### src/rtl/spi_slave_core.sv
// SPI slave core running entirely in the clk_i domain.
// The SPI pins are oversampled, so the SCK half-period must be at least SYNC_STAGES+3 clk.
//   clk_i, rst_n_i            system clock, async active-low reset
//   cpol_i, cpha_i, lsb_i,    SPI mode, bit order and word length (00/01/10/11 = 8/16/24/32);
//   dtb_i                     these are captured when a transaction starts
//   clr_i                     clears the sticky ovr_o/udr_o flags
//   spi_sck_i, spi_cs_n_i,    asynchronous SPI pins
//   spi_mosi_i
//   spi_miso_o, spi_miso_en_o serial data out and its pad enable
//   busy_o                    transaction active
//   tx_valid_i/tx_ready_o/    transmit word handshake; tx_ready_o pulses at each word-load point
//   tx_data_i
//   rx_valid_o/rx_ready_i/    receive word handshake; the word is right-justified
//   rx_data_o
//   ovr_o, udr_o              sticky overrun and underrun flags
module spi_slave_core #(
  parameter int unsigned SYNC_STAGES = 2
) (
  input  logic        clk_i,
  input  logic        rst_n_i,
  input  logic        cpol_i,
  input  logic        cpha_i,
  input  logic        lsb_i,
  input  logic [1:0]  dtb_i,
  input  logic        clr_i,
  input  logic        spi_sck_i,
  input  logic        spi_cs_n_i,
  input  logic        spi_mosi_i,
  output logic        spi_miso_o,
  output logic        spi_miso_en_o,
  output logic        busy_o,
  input  logic        tx_valid_i,
  output logic        tx_ready_o,
  input  logic [31:0] tx_data_i,
  output logic        rx_valid_o,
  input  logic        rx_ready_i,
  output logic [31:0] rx_data_o,
  output logic        ovr_o,
  output logic        udr_o
);

  typedef enum logic [0:0] {StIdle, StActive} state_e;

  logic [SYNC_STAGES-1:0] sck_sync_q, cs_sync_q, mosi_sync_q;
  logic                   sck_prev_q, cs_prev_q;
  // Fills with ones after reset. Once the top bit is set, both the synchronized cs_n and the
  // edge flop hold real pin samples. This stops a reset released mid-transaction from
  // looking like a cs_n falling edge.
  logic [SYNC_STAGES:0]   warm_q;

  always_ff @(posedge clk_i or negedge rst_n_i) begin
    if (!rst_n_i) begin
      sck_sync_q  <= '0;
      cs_sync_q   <= '1;
      mosi_sync_q <= '0;
      sck_prev_q  <= 1'b0;
      cs_prev_q   <= 1'b1;
      warm_q      <= '0;
    end else begin
      sck_sync_q[0]  <= spi_sck_i;
      cs_sync_q[0]   <= spi_cs_n_i;
      mosi_sync_q[0] <= spi_mosi_i;
      for (int i = 1; i < int'(SYNC_STAGES); i++) begin
        sck_sync_q[i]  <= sck_sync_q[i-1];
        cs_sync_q[i]   <= cs_sync_q[i-1];
        mosi_sync_q[i] <= mosi_sync_q[i-1];
      end
      sck_prev_q <= sck_sync_q[SYNC_STAGES-1];
      cs_prev_q  <= cs_sync_q[SYNC_STAGES-1];
      warm_q[0]  <= 1'b1;
      for (int i = 1; i <= int'(SYNC_STAGES); i++) warm_q[i] <= warm_q[i-1];
    end
  end

  state_e      state_q;
  logic        cpol_q, cpha_q, lsb_q;
  logic [1:0]  dtb_q;
  logic [5:0]  cnt_q;
  logic [31:0] tx_sr_q, rx_sr_q;
  logic        rx_valid_q, ovr_q, udr_q;
  logic [31:0] rx_data_q;

  logic        sck_s, cs_s, mosi_s;
  logic        sck_rise, sck_fall, cs_rise, cs_fall;
  logic        active, sample_edge, shift_edge, in_word, word_done, entry, load_pt;
  logic [1:0]  ld_dtb;
  logic [5:0]  ld_wlen, wlen;
  logic [31:0] ld_mask, rx_sr_nxt, rx_word;
  logic [4:0]  msb_idx;
  logic        ovr_set, udr_set;

  assign sck_s  = sck_sync_q[SYNC_STAGES-1];
  assign cs_s   = cs_sync_q[SYNC_STAGES-1];
  assign mosi_s = mosi_sync_q[SYNC_STAGES-1];

  assign sck_rise = sck_s & ~sck_prev_q;
  assign sck_fall = ~sck_s & sck_prev_q;
  assign cs_fall  = warm_q[SYNC_STAGES] & cs_prev_q & ~cs_s;
  assign cs_rise  = cs_s & ~cs_prev_q;

  assign active      = (state_q == StActive);
  assign sample_edge = (cpol_q ^ cpha_q) ? sck_fall : sck_rise;
  assign shift_edge  = (cpol_q ^ cpha_q) ? sck_rise : sck_fall;
  // cs_n rising takes priority, so a partial word never completes on the deselect cycle.
  assign in_word     = active & ~cs_rise;
  assign word_done   = in_word & sample_edge & (cnt_q == 6'd1);
  assign entry       = ~active & cs_fall;
  assign load_pt     = entry | word_done;

  // On entry the word length comes straight from the input that is being captured.
  assign ld_dtb  = entry ? dtb_i : dtb_q;
  assign ld_wlen = {1'b0, ld_dtb, 3'b000} + 6'd8;
  assign ld_mask = 32'hFFFF_FFFF >> {~ld_dtb, 3'b000};
  assign wlen    = {1'b0, dtb_q, 3'b000} + 6'd8;
  assign msb_idx = {dtb_q, 3'b111};

  // LSB-first words enter at bit 31 and are shifted down when the word completes.
  // MSB-first words already sit right-justified and only need their stale upper bits masked.
  assign rx_sr_nxt = lsb_q ? {mosi_s, rx_sr_q[31:1]} : {rx_sr_q[30:0], mosi_s};
  assign rx_word   = lsb_q ? (rx_sr_nxt >> {~dtb_q, 3'b000})
                           : (rx_sr_nxt & (32'hFFFF_FFFF >> {~dtb_q, 3'b000}));

  assign udr_set = load_pt & ~tx_valid_i;
  assign ovr_set = word_done & rx_valid_q & ~rx_ready_i;

  always_ff @(posedge clk_i or negedge rst_n_i) begin
    if (!rst_n_i) begin
      state_q    <= StIdle;
      cpol_q     <= 1'b0;
      cpha_q     <= 1'b0;
      lsb_q      <= 1'b0;
      dtb_q      <= 2'b00;
      cnt_q      <= '0;
      tx_sr_q    <= '0;
      rx_sr_q    <= '0;
      rx_valid_q <= 1'b0;
      rx_data_q  <= '0;
      ovr_q      <= 1'b0;
      udr_q      <= 1'b0;
    end else begin
      // A set in the same cycle as clr_i wins.
      ovr_q <= ovr_set | (ovr_q & ~clr_i);
      udr_q <= udr_set | (udr_q & ~clr_i);

      // A completing word can replace the held word only if that word is accepted in this cycle.
      if (word_done && (!rx_valid_q || rx_ready_i)) begin
        rx_valid_q <= 1'b1;
        rx_data_q  <= rx_word;
      end else if (rx_valid_q && rx_ready_i) begin
        rx_valid_q <= 1'b0;
      end

      if (load_pt) begin
        tx_sr_q <= tx_valid_i ? (tx_data_i & ld_mask) : '0;
      end else if (in_word && shift_edge && (cnt_q < wlen)) begin
        tx_sr_q <= lsb_q ? (tx_sr_q >> 1) : (tx_sr_q << 1);
      end

      unique case (state_q)
        StIdle: begin
          if (cs_fall) begin
            state_q <= StActive;
            cpol_q  <= cpol_i;
            cpha_q  <= cpha_i;
            lsb_q   <= lsb_i;
            dtb_q   <= dtb_i;
            cnt_q   <= ld_wlen;
            rx_sr_q <= '0;
          end
        end
        StActive: begin
          if (cs_rise) begin
            state_q <= StIdle;
            cnt_q   <= '0;
          end else if (sample_edge) begin
            rx_sr_q <= rx_sr_nxt;
            cnt_q   <= word_done ? ld_wlen : (cnt_q - 6'd1);
          end
        end
        default: state_q <= StIdle;
      endcase
    end
  end

  assign spi_miso_o    = active & (lsb_q ? tx_sr_q[0] : tx_sr_q[msb_idx]);
  assign spi_miso_en_o = active;
  assign busy_o        = active;
  assign tx_ready_o    = load_pt;
  assign rx_valid_o    = rx_valid_q;
  assign rx_data_o     = rx_data_q;
  assign ovr_o         = ovr_q;
  assign udr_o         = udr_q;

endmodule

### config.mk
export PLATFORM = sky130hd
export DESIGN_NAME = spi_slave_core
export DESIGN_NICKNAME = d
export VERILOG_FILES = /design/src/rtl/spi_slave_core.sv
export SDC_FILE = /design/constraint.sdc
export NUM_CORES = 1
export LEC_CHECK = 0
export ABC_AREA = 1
export CORE_MARGIN = 1
export CORE_UTILIZATION = 51
export DETAILED_ROUTE_END_ITERATION = 10
export GPL_TIMING_DRIVEN = 0
export PLACE_DENSITY_LB_ADDON = 0.05
export SLEW_MARGIN = 5
export SYNTH_ARGS = -nofsm -noshare
export SYNTH_HDL_FRONTEND = slang
export SYNTH_SLANG_ARGS = --single-unit
### constraint.sdc
create_clock -name clk_i -period 2.2 [get_ports clk_i]
set_input_delay 0.55 -clock clk_i [delete_from_list [all_inputs] [get_ports clk_i]]
set_output_delay 0.55 -clock clk_i [all_outputs]
set_load 0.005 [all_outputs]
==> results.yml <==
run_status:
  status: "finished with violations"
  violated_checks: "setup timing"
clock_tree:
  cts_hold_repair.buffers: 0
  cts.sinks: 122
  cts.htree.levels: 4
  tritoncts: "done"
  cts_buffer_depth: 2
  cts.root.buffer_cell: "sky130_fd_sc_hd__clkbuf_16"
  number_of_buffers_added_by_the_clock_tree_synthesis_step: 17
  worst_setup_hold_path_clk_slew_ps: 60
  clock_latency_ps: 420
cells_and_area:
  drive_above_1_share: 0.152
  fin_cells: 1245
  final.fill_count: 1052
  synthToLayoutAreaGrowth_pct: 32.5
  multi_input_comb_area_um2: 3340
  leading_cell_types_in_the_layout_fill_and_taps_excluded: "sky130_fd_sc_hd__nand2_1, sky130_fd_sc_hd__dfrtp_1, sky130_fd_sc_hd__nor2_1"
  area.sequential_um2: 3060
  antenna-diode-count: 0
  mostFrequentLayoutCell: "sky130_fd_sc_hd__nand2_1"
  fin_util: 0.704
  finalNetCount: 1111
global_routing:
  grt.total_usage: 0.319
  grt_pass1_wl_mm: 34.5
  largest_net_degree_at_the_start_of_global_routing: 75
  first_global_vias: 6800
  antenna_found_initial: 0
  total_overflow_reported_by_the_global_router: 0
floorplanning:
  core_um2: 12800
  design.die.area_um2: 13800
  die-width_um: 117
  floorplan.io_pins: 84
  row_count: 41
  die_h_um: 117
  initial_core_util: 0.531
logic_synthesis:
  seq_area_frac_synth: 0.450
  synth.mux.area_fraction: 0.0135
  synthAdderAreaFrac: 0.0111
  post_synth_and_or_nand_nor_area_fraction: 0.287
  synthCells: 929
  combinational_family_with_the_most_area_after_synthesis: "simple AND/OR/NAND/NOR gates"
  postSynthAreaPerCell_um2: 7.31
  synth_fp_nets: 980
  synth-warning-count: 0
  synth.ff_latch_count: 122
  post_synth_instance_area_um2: 6790
  yosys.area_share.xor_xnor: 0.00387
  count_of_distinct_cell_types_in_the_synthesized_netlist: 41
  synth-compound-area-share: 0.150
route:
  viasPerCell: 5.52
  route.vias.total: 6872
  drcViolationCount: 0
  detailedRoute.firstPassIterationCount: 5
  drt_first_iter_violations: 566
  ant_nets: 0
  detail_route.wirelength_mm: 21.2
  routedWlPerCell_um: 17.0
sta:
  timing.clock.skew_ps: 9.68
  setup_viol_count_final: 13
  timing.final.max_slew_violations: 0
  hold_viol_final: 0
  postLayoutSetupSlackWorst_ps: -46.6
  fin_setup_tns_ps: -357
  maxSlewHeadroom: 0.502
  rsz0062_at_grt: "true"
  final.period_utilization: 1.02
  worst-slew-pin-transition_ps: 739
  fmax_ghz: 0.445
  fin_crit_ps: 2250
critical_path:
  criticalPathCategory: "reg -> reg"
  setup.worst_path.start: "dtb_q[0]$_DFFE_PN0N_"
  critical_path.startpoint_type: "register"
  r2r_slack_ps: -50
  r2r.worst_path.cells: 14
  setup.worst_path.end_class: "register"
  arrival_ps: 2600
  critical_path.reg2reg.startpoint: "dtb_q[0]$_DFFE_PN0N_"
  worstPathRequired_ps: 2550
  crit_path_max_fanout: 7
pwr:
  internal_power_uw: 5570
  combPwrFrac: 0.337
  final_total_power_uw: 8700
  power_density_nw_per_um2: 968
  power_frac_clock: 0.329
  part_of_the_total_power_dissipated_in_sequential_elements: 0.334
  switching_power_uw: 3140
  reported_leakage_power_uw: 0.00430
  vdd.ir_drop.worst_v: 0.000745
  power_switching_share: 0.360
placement:
  dpl_worst_slack_ps: -573
  finalWeightedCongestion: 0.952
  numPlacedInstances: 1184
  hpwl_mm: 14.4
  buffer_ports.inserted: 82
flow_run:
  max_cap_viol_count: 0
hold_path:
  worst_hold_path_type: "in -> async"
## routing by layer
layer	wire, um	track usage	up-vias
met4	776	0.145	0
met3	1540	0.0691	65
met1	8900	0.415	3212
li1	-	-	3266
met2	9970	0.508	329
met5	0	0	-
## layout make-up
type / count / area share
Clock inverter: 14 / 0.0191
Inverter: 84 / 0.0372
Sequential cell: 122 / 0.340
Clock buffer: 18 / 0.0477
Timing Repair Buffer: 115 / 0.126
Buffer: 49 / 0.0346
Tap cell: 172 / 0.0239
Multi-Input combinational cell: 671 / 0.371
## power by group through the flow
stage	logic (uW)	registers [uW]	clock network, uW
2_1_floorplan	1590	2820	0
3_3_place_gp	2240	2890	0
3_5_place_dp	2280	2890	0
4_1_cts	2650	2870	2880
5_1_grt	3210	2950	2990
6_report	2930	2900	2860
## kinds of logic after synthesis
group	after synthesis
compound gates	181
xor+xnor	3
fa+ha+maj	6
buf+inv	136
flops	122
mux	9
other cells	1
simple gates	471
## synth_stat cells, drive strengths merged
| library cell | number | area, um2 |
|---|---|---|
| and2 | 1 | 6.26 |
| a211oi | 2 | 15.0 |
| dfstp | 3 | 78.8 |
| nor2 | 97 | 407 |
| nand4 | 9 | 56.3 |
| o22ai | 22 | 138 |
| o21ai | 73 | 403 |
| nand3 | 51 | 268 |
| inv | 82 | 308 |
| o21a | 3 | 22.5 |
| buf | 36 | 194 |
| clkinv | 2 | 7.51 |
| mux2i | 8 | 80.1 |
| dfrtp | 119 | 2980 |
| xnor2 | 1 | 8.76 |
| o211ai | 5 | 37.5 |
| conb | 1 | 3.75 |
| a31o | 1 | 8.76 |
| o31ai | 1 | 7.51 |
| nand3b | 5 | 37.5 |
| clkbuf | 16 | 60.1 |
| a31oi | 2 | 12.5 |
| o221ai | 2 | 17.5 |
| a21oi | 67 | 335 |
| nand2 | 308 | 1170 |
| a21boi | 3 | 22.5 |
| xor2 | 2 | 17.5 |
| mux2 | 1 | 11.3 |
| ha | 6 | 75.1 |
## registers in the layout (all words and copies together), names as in the netlist
register	cells
busy_o	1
cnt_q	6
cpha_q	1
cpol_q	1
cs_prev_q	1
cs_sync_q	2
dtb_q	2
lsb_q	1
mosi_sync_q	2
ovr_o	1
rx_data_o	32
rx_sr_q	32
rx_valid_o	1
sck_prev_q	1
sck_sync_q	2
tx_sr_q	32
udr_o	1
warm_q	3
## stage by stage
step	hold slack, ps	area, um2
detailed placement	339	7860
CTS	80.2	8820
global placement	331	7830
global route	95.7	8990
finish	60.8	8990
floorplan	254	6790
## worst max-delay path: stages, from the launching register on
cell,delay (ps)
sky130_fd_sc_hd__dfrtp_1,370
sky130_fd_sc_hd__buf_6,110
sky130_fd_sc_hd__clkinvlp_4,100
sky130_fd_sc_hd__buf_6,140
sky130_fd_sc_hd__ha_4,270
sky130_fd_sc_hd__inv_2,40
sky130_fd_sc_hd__ha_4,250
sky130_fd_sc_hd__nand2_2,30
sky130_fd_sc_hd__o21a_1,190
sky130_fd_sc_hd__nand3_4,120
sky130_fd_sc_hd__inv_4,60
sky130_fd_sc_hd__nor2_8,160
sky130_fd_sc_hd__inv_6,70
sky130_fd_sc_hd__buf_12,140
sky130_fd_sc_hd__o21ai_4,130
## timing repair
action	4_1_cts	5_1_grt
hold endpoints to repair	0	0
gates resized for setup	51	35
gates cloned	0	1
setup endpoints to repair	34	39
setup buffers	26	6
pin swaps	8	11
## final timing paths
check	end
max	tx_sr_q[16]$_DFFE_PN0P_
min	rx_data_o[22]$_DFFE_PN0P_
max reg2reg	tx_sr_q[16]$_DFFE_PN0P_
min reg2reg	warm_q[1]$_DFF_PN0_
max in group asynchronous	cs_sync_q[1]$_DFF_PN1_
min in group clk_i	warm_q[1]$_DFF_PN0_
Power figures use the tool's default switching activity.
